$ cat src/rtl/lane_pkg.sv
// lane_pkg: constants shared by the lane serializer and its inverse deserializer.
//   LANE_WIDTH       word width in bits
//   LANE_DEPTH       default FIFO depth
//   LANE_SYNC_WORDS  default number of COM words sent after reset
//   LANE_COM_WORD    sync pattern
//   LANE_IDLE_WORD   filler pattern
//   ST_SYNC/ST_RUN   framing state encoding
package lane_pkg;

  localparam int unsigned LANE_WIDTH      = 32;
  localparam int unsigned LANE_DEPTH      = 2;
  localparam int unsigned LANE_SYNC_WORDS = 4;

  localparam logic [LANE_WIDTH-1:0] LANE_COM_WORD  = 32'hBCBC_BCBC;
  localparam logic [LANE_WIDTH-1:0] LANE_IDLE_WORD = 32'h7C7C_7C7C;

  localparam logic [0:0] ST_SYNC = 1'b0;
  localparam logic [0:0] ST_RUN  = 1'b1;

endpackage

$ cat src/rtl/lane_fifo.sv
// lane_fifo: synchronous DEPTH x WIDTH FIFO with a combinational head.
//   clk    clock, all logic on posedge
//   reset  synchronous, active-high; empties the FIFO
//   push   write din at the tail (ignored when full)
//   pop    advance the head (ignored when empty)
//   din    write data
//   dout   current head word (combinational)
//   count  number of stored words
//   full   count == DEPTH
//   empty  count == 0
module lane_fifo
  import lane_pkg::*;
#(
  parameter int unsigned WIDTH = LANE_WIDTH,
  parameter int unsigned DEPTH = LANE_DEPTH
) (
  input  logic                       clk,
  input  logic                       reset,
  input  logic                       push,
  input  logic                       pop,
  input  logic [WIDTH-1:0]           din,
  output logic [WIDTH-1:0]           dout,
  output logic [$clog2(DEPTH+1)-1:0] count,
  output logic                       full,
  output logic                       empty
);

  localparam int unsigned PTR_W = $clog2(DEPTH);
  localparam int unsigned CNT_W = $clog2(DEPTH + 1);

  logic [WIDTH-1:0] mem [DEPTH];
  logic [PTR_W-1:0] wr_ptr;
  logic [PTR_W-1:0] rd_ptr;
  logic             do_push;
  logic             do_pop;

  assign full    = (count == CNT_W'(DEPTH));
  assign empty   = (count == '0);
  assign do_push = push && !full;
  assign do_pop  = pop && !empty;
  assign dout    = mem[rd_ptr];

  // Storage array; no reset needed, validity is tracked by count.
  always_ff @(posedge clk) begin
    if (do_push) begin
      mem[wr_ptr] <= din;
    end
  end

  // Pointers wrap naturally because DEPTH is a power of two.
  always_ff @(posedge clk) begin
    if (reset) begin
      wr_ptr <= '0;
      rd_ptr <= '0;
      count  <= '0;
    end else begin
      if (do_push) begin
        wr_ptr <= wr_ptr + PTR_W'(1);
      end
      if (do_pop) begin
        rd_ptr <= rd_ptr + PTR_W'(1);
      end
      case ({do_push, do_pop})
        2'b10:   count <= count + CNT_W'(1);
        2'b01:   count <= count - CNT_W'(1);
        default: count <= count;
      endcase
    end
  end

endmodule

$ cat src/rtl/lane_serializer.sv
// lane_serializer: buffers lane words and shifts them out MSB-first, one bit
// per clock, framing the line with COM words after reset and IDLE words when
// no data is queued.
//   clk_32f     bit clock, all logic on posedge
//   reset       synchronous, active-high
//   data_in     lane word from striping
//   valid_in    data_in is valid this cycle
//   ready_out   FIFO can accept a word this cycle
//   serial_out  serial bit stream, MSB first
//   word_start  high while serial_out carries the MSB of a word
//   is_data     current word is a data word
//   overflow    sticky, set when a word is dropped
module lane_serializer
  import lane_pkg::*;
#(
  parameter int unsigned      WIDTH      = LANE_WIDTH,
  parameter int unsigned      DEPTH      = LANE_DEPTH,
  parameter int unsigned      SYNC_WORDS = LANE_SYNC_WORDS,
  parameter logic [WIDTH-1:0] COM_WORD   = LANE_COM_WORD,
  parameter logic [WIDTH-1:0] IDLE_WORD  = LANE_IDLE_WORD
) (
  input  logic             clk_32f,
  input  logic             reset,
  input  logic [WIDTH-1:0] data_in,
  input  logic             valid_in,
  output logic             ready_out,
  output logic             serial_out,
  output logic             word_start,
  output logic             is_data,
  output logic             overflow
);

  localparam int unsigned BIT_W  = $clog2(WIDTH);
  localparam int unsigned SYNC_W = (SYNC_WORDS > 0) ? $clog2(SYNC_WORDS + 1) : 1;
  localparam int unsigned CNT_W  = $clog2(DEPTH + 1);

  localparam logic [SYNC_W-1:0] SYNC_LAST  = SYNC_W'(SYNC_WORDS);
  localparam logic [CNT_W-1:0]  FIFO_DEPTH = CNT_W'(DEPTH);
  localparam logic [BIT_W-1:0]  BIT_MSB    = BIT_W'(WIDTH - 1);

  logic [0:0]        state_q,    state_d;
  logic [SYNC_W-1:0] sync_cnt_q, sync_cnt_d;
  logic [BIT_W-1:0]  bit_idx_q,  bit_idx_d;
  logic [WIDTH-1:0]  shreg_q,    shreg_d;
  logic              started_q,  started_d;
  logic              is_data_d;
  logic              word_start_d;
  logic              overflow_d;

  logic              boundary;
  logic              push;
  logic              pop;
  logic [WIDTH-1:0]  fifo_dout;
  logic [CNT_W-1:0]  fifo_count;
  logic              fifo_full;
  logic              fifo_empty;

  assign ready_out  = !reset && (fifo_count < FIFO_DEPTH);
  assign push       = valid_in && ready_out;
  // The shift register MSB is the bit on the line this cycle.
  assign serial_out = shreg_q[WIDTH-1];

  lane_fifo #(
    .WIDTH (WIDTH),
    .DEPTH (DEPTH)
  ) u_fifo (
    .clk   (clk_32f),
    .reset (reset),
    .push  (push),
    .pop   (pop),
    .din   (data_in),
    .dout  (fifo_dout),
    .count (fifo_count),
    .full  (fifo_full),
    .empty (fifo_empty)
  );

  // Next-state: word selection at boundaries, shifting otherwise.
  always_comb begin
    state_d      = state_q;
    sync_cnt_d   = sync_cnt_q;
    bit_idx_d    = bit_idx_q - BIT_W'(1);
    shreg_d      = {shreg_q[WIDTH-2:0], 1'b0};
    started_d    = 1'b1;
    is_data_d    = is_data;
    word_start_d = 1'b0;
    overflow_d   = overflow || (valid_in && fifo_full);
    pop          = 1'b0;

    // First edge out of reset, or the edge after bit 0 was on the line.
    boundary = !started_q || (bit_idx_q == '0);

    if (boundary) begin
      bit_idx_d    = BIT_MSB;
      word_start_d = 1'b1;
      if ((state_q == ST_SYNC) && (sync_cnt_q < SYNC_LAST)) begin
        shreg_d    = COM_WORD;
        is_data_d  = 1'b0;
        sync_cnt_d = sync_cnt_q + SYNC_W'(1);
        if (sync_cnt_d == SYNC_LAST) begin
          state_d = ST_RUN;
        end
      end else if ((state_q == ST_RUN) && !fifo_empty) begin
        pop       = 1'b1;
        shreg_d   = fifo_dout;
        is_data_d = 1'b1;
      end else begin
        shreg_d   = IDLE_WORD;
        is_data_d = 1'b0;
        state_d   = ST_RUN;
      end
    end
  end

  // State and output registers; reset aborts any word in flight.
  always_ff @(posedge clk_32f) begin
    if (reset) begin
      state_q    <= ST_SYNC;
      sync_cnt_q <= '0;
      bit_idx_q  <= BIT_MSB;
      shreg_q    <= '0;
      started_q  <= 1'b0;
      is_data    <= 1'b0;
      word_start <= 1'b0;
      overflow   <= 1'b0;
    end else begin
      state_q    <= state_d;
      sync_cnt_q <= sync_cnt_d;
      bit_idx_q  <= bit_idx_d;
      shreg_q    <= shreg_d;
      started_q  <= started_d;
      is_data    <= is_data_d;
      word_start <= word_start_d;
      overflow   <= overflow_d;
    end
  end

endmodule
$ cat config.mk
export PLATFORM = sky130hd
export DESIGN_NAME = lane_serializer
export DESIGN_NICKNAME = d
export VERILOG_FILES = /design/src/rtl/lane_pkg.sv /design/src/rtl/lane_fifo.sv /design/src/rtl/lane_serializer.sv
export SDC_FILE = /design/constraint.sdc
export NUM_CORES = 1
export LEC_CHECK = 0
export ABC_AREA = 1
export CORE_MARGIN = 2
export CORE_UTILIZATION = 36
export CTS_BUF_LIST = sky130_fd_sc_hd__clkbuf_4
export CTS_CLUSTER_DIAMETER = 120
export DETAILED_ROUTE_END_ITERATION = 12
export PLACE_DENSITY = 0.58
export SYNTH_ARGS = -nofsm -noshare
export SYNTH_HDL_FRONTEND = slang
export SYNTH_SLANG_ARGS = --single-unit
$ cat constraint.sdc
create_clock -name clk_32f -period 2.76 [get_ports clk_32f]
set_clock_uncertainty 0.05 [all_clocks]
set_input_delay 0.552 -clock clk_32f [delete_from_list [all_inputs] [get_ports clk_32f]]
set_output_delay 0.552 -clock clk_32f [all_outputs]
set_load 0.005 [all_outputs]
# Word-level counts from Yosys, hierarchy flattened
# Memories as Yosys holds them, arrays and structs flattened. A register that Yosys moved wholly into a read port is not among the register bits.
# Index checks and enable logic that the tools add are counted.
# classes
add_sub_neg,6
order_cmp,2
n_eq_ne,6
mux,16
n_bitwise,3
reduce_logical,20
# op_table
cell,count
$mux W32,3
$mux W1,12
$logic_and A1 B1 Y1,7
$logic_not A5 Y1,1
$sub A5 B1 Y5 const B,1
$eq A2 B2 Y1 const B,2
$logic_not A1 Y1,4
$pmux W2 S2,1
$reduce_or A4 Y1,1
$add A3 B1 Y3 const B,1
$eq A3 B3 Y1 const B,1
$lt A3 B3 Y1 const B,1
$not A1 Y1,3
$reduce_and A3 Y1,1
$add A1 B1 Y1 const B,2
$add A2 B1 Y2 const B,1
$eq A2 B1 Y1 const B,1
$logic_not A2 Y1,1
$logic_or A1 B1 Y1,2
$lt A2 B2 Y1 const B,1
$ne A2 B1 Y1 const B,1
$ne A2 B2 Y1 const B,1
$reduce_and A2 Y1,1
$reduce_bool A2 Y1,1
other kinds (2),2
# totals
regBits,49
ramBits,64
input_bits,35
output_inout_bits,5
mem_count,1
# memory_table
memory,depth,width,rd,rd_clocked_by_memory_dff,write_ports,line,text
u_fifo.mem,2,32,1,1,1,lane_fifo.sv:31,logic [WIDTH-1:0] mem [DEPTH];

# Logic depth before layout (Yosys ltp)
# logic_depth
word_depth,9
ltp_mapped,15

# Cells and area by module
# From an unflattened synthesis, not the netlist that was laid out.
# hier_totals
cells_unflattened,349
hier_area_um2,4478.0
# modules_own_cells
mod,n_inst,cells_each,area_each_um2,seq_area_each_um2
lane_fifo,1,140,2736.4,2021.9
lane_serializer,1,209,1741.7,900.9

# Worst setup path after synthesis
# OpenSTA, ideal clock, no wires.
# synth_timing
path_kind,input -> register
start,input reset
end,"memory u_fifo.mem[1][0] (netlist name), enable pin"
setup_time_ns,0.423
t_arrival_ns,2.405
slack_ns,-0.117
stages,4
path_buffers,1
path_cell_list,buf_4 nor2_1 nand2_1 nor2_1
# synth_between
elab_chain_len,6
# synth_rtl
element,line,text
"start, declared",lane_serializer.sv:23,"input logic reset,"
$logic_not A1 Y1,lane_serializer.sv:58,assign ready_out = !reset && (fifo_count < FIFO_DEPTH);
$logic_and A1 B1 Y1,lane_serializer.sv:58,
named net ready_out,lane_serializer.sv:26,"output logic ready_out,"
$logic_and A1 B1 Y1,lane_serializer.sv:59,assign push = valid_in && ready_out;
$logic_and A1 B1 Y1,lane_fifo.sv:39,assign do_push = push && !full;
$mux W1,lane_fifo.sv:45,if (do_push) begin
$mux W1 (implied by the code),lane_fifo.sv:46,mem[wr_ptr] <= din;
"end, declared",lane_fifo.sv:31,
# The timed path passes the listed nets, and every way through them passes these cells.

# Final worst setup path
# layout_timing
start,input reset
end,output ready_out
# layout_between
elab_chain_len,2
# layout_rtl
element,line
$logic_not A1 Y1,lane_serializer.sv:58
$logic_and A1 B1 Y1,lane_serializer.sv:58
"end, declared",lane_serializer.sv:26
# No other way between the ends.

==> qor.json <==
{
  "run_status": "complete, no violations",
  "met1_usage_pct": 15.9,
  "drt_iter0_drc": 120,
  "dominantRegCellSynth": "sky130_fd_sc_hd__edfxtp_1",
  "global_route.usage.met2_pct": 21.4,
  "post_cts.resized_instances": 0,
  "cts_tree": "built",
  "via_count": 2649,
  "first_global_vias": 2657,
  "crit_fanout": 3,
  "syn-num-nets": 398,
  "seq_area_frac_synth_pct": 67.7,
  "clk-insertion-delay-late_ps": 490,
  "layout-drive-gt1-share_pct": 14.3,
  "slew_viol_final": 0,
  "grt_util_met3_pct": 4.94,
  "most_frequent_standard_cell_in_the_layout_excluding_fill_and_tap_cells": "sky130_fd_sc_hd__edfxtp_1",
  "worst_path_dominant_cell_family": "buffers and inverters",
  "syn-mean-instance-area_um2": 12.1,
  "grt_setup_unrepaired": "no",
  "synth_cell_types": 34,
  "initial_core_util_pct": 36.4,
  "clock.fmax_mhz": 433,
  "seqCellArea_mm2": 0.00292,
  "cts-buffers-inserted": 17,
  "path_buf_inv": 2,
  "data_required_critical_path_ps": 2160,
  "timing.reg2reg.setup_slack_ps": 860,
  "synthTopCellsByArea": "sky130_fd_sc_hd__edfxtp_1, sky130_fd_sc_hd__dfxtp_1, sky130_fd_sc_hd__nand2_1",
  "max_stage_delay_ps": 550,
  "design.die.area_mm2": 0.0129,
  "cp-end-kind": "primary output",
  "final.period_utilization_pct": 83.7,
  "syn_area_mm2": 0.00432,
  "cp_cell_sequence": "clkdlybuf4s50_1, nor2_1, clkdlybuf4s50_1",
  "grt.total_usage_pct": 13.1,
  "power.ir.vdd_worst_mv": 0.268,
  "setup_ws_ps": 449,
  "crit_path_frequent_cell": "sky130_fd_sc_hd__clkdlybuf4s50_1",
  "cts.reportedPaths.clkPinSlew_ps": 90,
  "setup_viol": 0,
  "gp_congestion": 0.723,
  "synth_largest_area_cell": "sky130_fd_sc_hd__edfxtp_1",
  "post_synth_inst_count": 358,
  "timing_hold_violations_final": 0,
  "postSynth.asyncResetShare_pct": 0,
  "worst_hold_path_type": "reg2reg",
  "cts_max_level": 4,
  "n_fill_cell": 1101,
  "slowest_stage": "sky130_fd_sc_hd__clkdlybuf4s50_1",
  "wire_per_inst_um": 13.8,
  "power_density_over_the_cells_mw_per_mm2": 674,
  "drc": 0,
  "cts_setup_buffers": 0,
  "detailed_router_iteration_count_before_antenna_repair": 4,
  "grt-busiest-layer": "met2",
  "power_leakage_nw": 1.93,
  "worst_setup_path_start_kind": "primary input",
  "number_of_placement_rows": 40,
  "area_growth_syn_to_layout_pct": 19.3,
  "max-slew-margin-rel_pct": 66.7,
  "total_power_mw": 3.48,
  "number_of_synthesized_flops_with_an_enable_pin": 64,
  "fin_cells": 567,
  "design.portCount": 40,
  "ys_ff_latch": 114,
  "finalNetCount": 447,
  "place.detailed.instances": 535,
  "core_mm2": 0.0119,
  "setup_tns_ps": 0,
  "pre_cts_ws_ps": 451,
  "vias_per_cell": 4.67,
  "yosys_top_cell_area_share_pct": 44.5,
  "pin_count_of_the_biggest_net_entering_global_routing": 36,
  "numClockSinks": 114,
  "drt_wl_total_mm": 7.83,
  "antenna_cell_count": 0,
  "finalCriticalPeriod_ps": 2310,
  "hpwl_mm": 4.77,
  "number_of_antenna_violations_at_the_first_check_in_global_routing": 0,
  "antenna_violating_nets_post_route": 0,
  "timing.critical_path.arrival_ps": 1710,
  "root_buffer": "sky130_fd_sc_hd__clkbuf_4",
  "die_width_um": 114,
  "multi_input_comb_area_mm2": 0.00121,
  "final_cell_mix": "sky130_fd_sc_hd__edfxtp_1, sky130_fd_sc_hd__nand2_1, sky130_fd_sc_hd__nor2_1, sky130_fd_sc_hd__dfxtp_1, sky130_fd_sc_hd__clkdlybuf4s50_1",
  "dieHeight_um": 114,
  "wire_length_of_the_first_global_routing_pass_mm": 12.8,
  "critical_path_class": "in2out",
  "worst_hold_slack_ps": 383,
  "grt_overflow": 0,
  "cts_buffer_depth": 2,
  "max_cap_viol_count": 0,
  "port-buffer-count": 39,
  "hold_buffers": 0,
  "timing_worst_slew_pin_value_ps": 499,
  "ys.warnings.count": 0
}
==> cell families after synthesis <==
group / Yosys count / share of synthesized area (%)
simple gates: 141 / 15.1
flops: 114 / 67.7
compound gates: 61 / 9.27
buf+inv: 27 / 4.34
mux: 7 / 1.62
fa+ha+maj: 5 / 1.45
xor+xnor: 3 / 0.608
==> final timing paths <==
check | start | end | cells after the start
min | bit_idx_q[0]$_SDFF_PP1_ | bit_idx_q[0]$_SDFF_PP1_ | 1
min reg2reg | bit_idx_q[0]$_SDFF_PP1_ | bit_idx_q[0]$_SDFF_PP1_ | 1
max reg2reg | bit_idx_q[0]$_SDFF_PP1_ | u_fifo.count[1]$_SDFFE_PP0P_ | 14
max | reset | ready_out | 3
==> metrics by stage <==
stage / util (%) / cell area, um^2
finish: 43.5 / 5160
floorplan: - / 4330
global placement: 40.7 / 4820
detailed placement: 40.7 / 4820
global route: 43.5 / 5160
CTS: 43.5 / 5160
==> layer usage <==
layer  vias up  share of wire (%)  routed length [um]
met1      1255                 45                3490
met4         0                1.3                 100
met2        51                 50                3880
met3        11                4.6                 357
li1       1332                  -                   -
met5         -                  0                   0
==> cell usage after synthesis, types with 4 or more instances <==
| master | number |
|---|---|
| sky130_fd_sc_hd__nand2_1 | 60 |
| sky130_fd_sc_hd__inv_1 | 11 |
| sky130_fd_sc_hd__edfxtp_1 | 64 |
| sky130_fd_sc_hd__o21ai_2 | 11 |
| sky130_fd_sc_hd__o21a_1 | 20 |
| sky130_fd_sc_hd__o21ai_1 | 9 |
| sky130_fd_sc_hd__a21oi_1 | 11 |
| sky130_fd_sc_hd__mux2i_1 | 7 |
| sky130_fd_sc_hd__nand2_2 | 4 |
| sky130_fd_sc_hd__nor2_1 | 52 |
| sky130_fd_sc_hd__buf_6 | 5 |
| sky130_fd_sc_hd__ha_1 | 5 |
| sky130_fd_sc_hd__nand3_1 | 9 |
| sky130_fd_sc_hd__dfxtp_1 | 50 |
| sky130_fd_sc_hd__o21ai_0 | 8 |
==> state kept, by name, summed over array words and instances (netlist names), named ones only <==
register       count
started_q          1
is_data            1
word_start         1
bit_idx_q          5
u_fifo.rd_ptr      1
u_fifo.mem        64
overflow           1
u_fifo.wr_ptr      1
shreg_q           32
u_fifo.count       2
state_q            1
sync_cnt_q         3
==> report_power, final <==
part / total [mW] / internal (mW) / switching (mW) / leakage [nW]
registers: 1.89 / 1.86 / 0.0246 / 0.999
logic: 0.186 / 0.0896 / 0.0963 / 0.757
clock network: 1.40 / 0.816 / 0.586 / 0.172
total: 3.48 / 2.77 / 0.707 / 1.93
==> worst register-to-register path, stage by stage (launching register included) <==
cell and delay (ps):
sky130_fd_sc_hd__dfxtp_1 370, sky130_fd_sc_hd__inv_1 80, sky130_fd_sc_hd__ha_1 190, sky130_fd_sc_hd__inv_1 90, sky130_fd_sc_hd__nor2_4 40, sky130_fd_sc_hd__nand2_4 90, sky130_fd_sc_hd__nand2_8 120, sky130_fd_sc_hd__and2_1 170
sky130_fd_sc_hd__ha_1 210, sky130_fd_sc_hd__nand2_1 70, sky130_fd_sc_hd__inv_1 30, sky130_fd_sc_hd__nor2_1 110, sky130_fd_sc_hd__a21o_1 120, sky130_fd_sc_hd__nand2_1 50, sky130_fd_sc_hd__nor2_1 70
==> cell type report <==
| class | instances | area share [%] |
|---|---|---|
| well taps | 147 | 3.57 |
| repair buffers | 44 | 8.78 |
| multi-input cells | 217 | 23.6 |
| flip-flops and latches | 114 | 56.7 |
| inverters | 13 | 0.946 |
| clock buffers | 19 | 2.77 |
| clock inverters | 13 | 3.69 |
No activity file was read; power rests on OpenSTA's default activity.
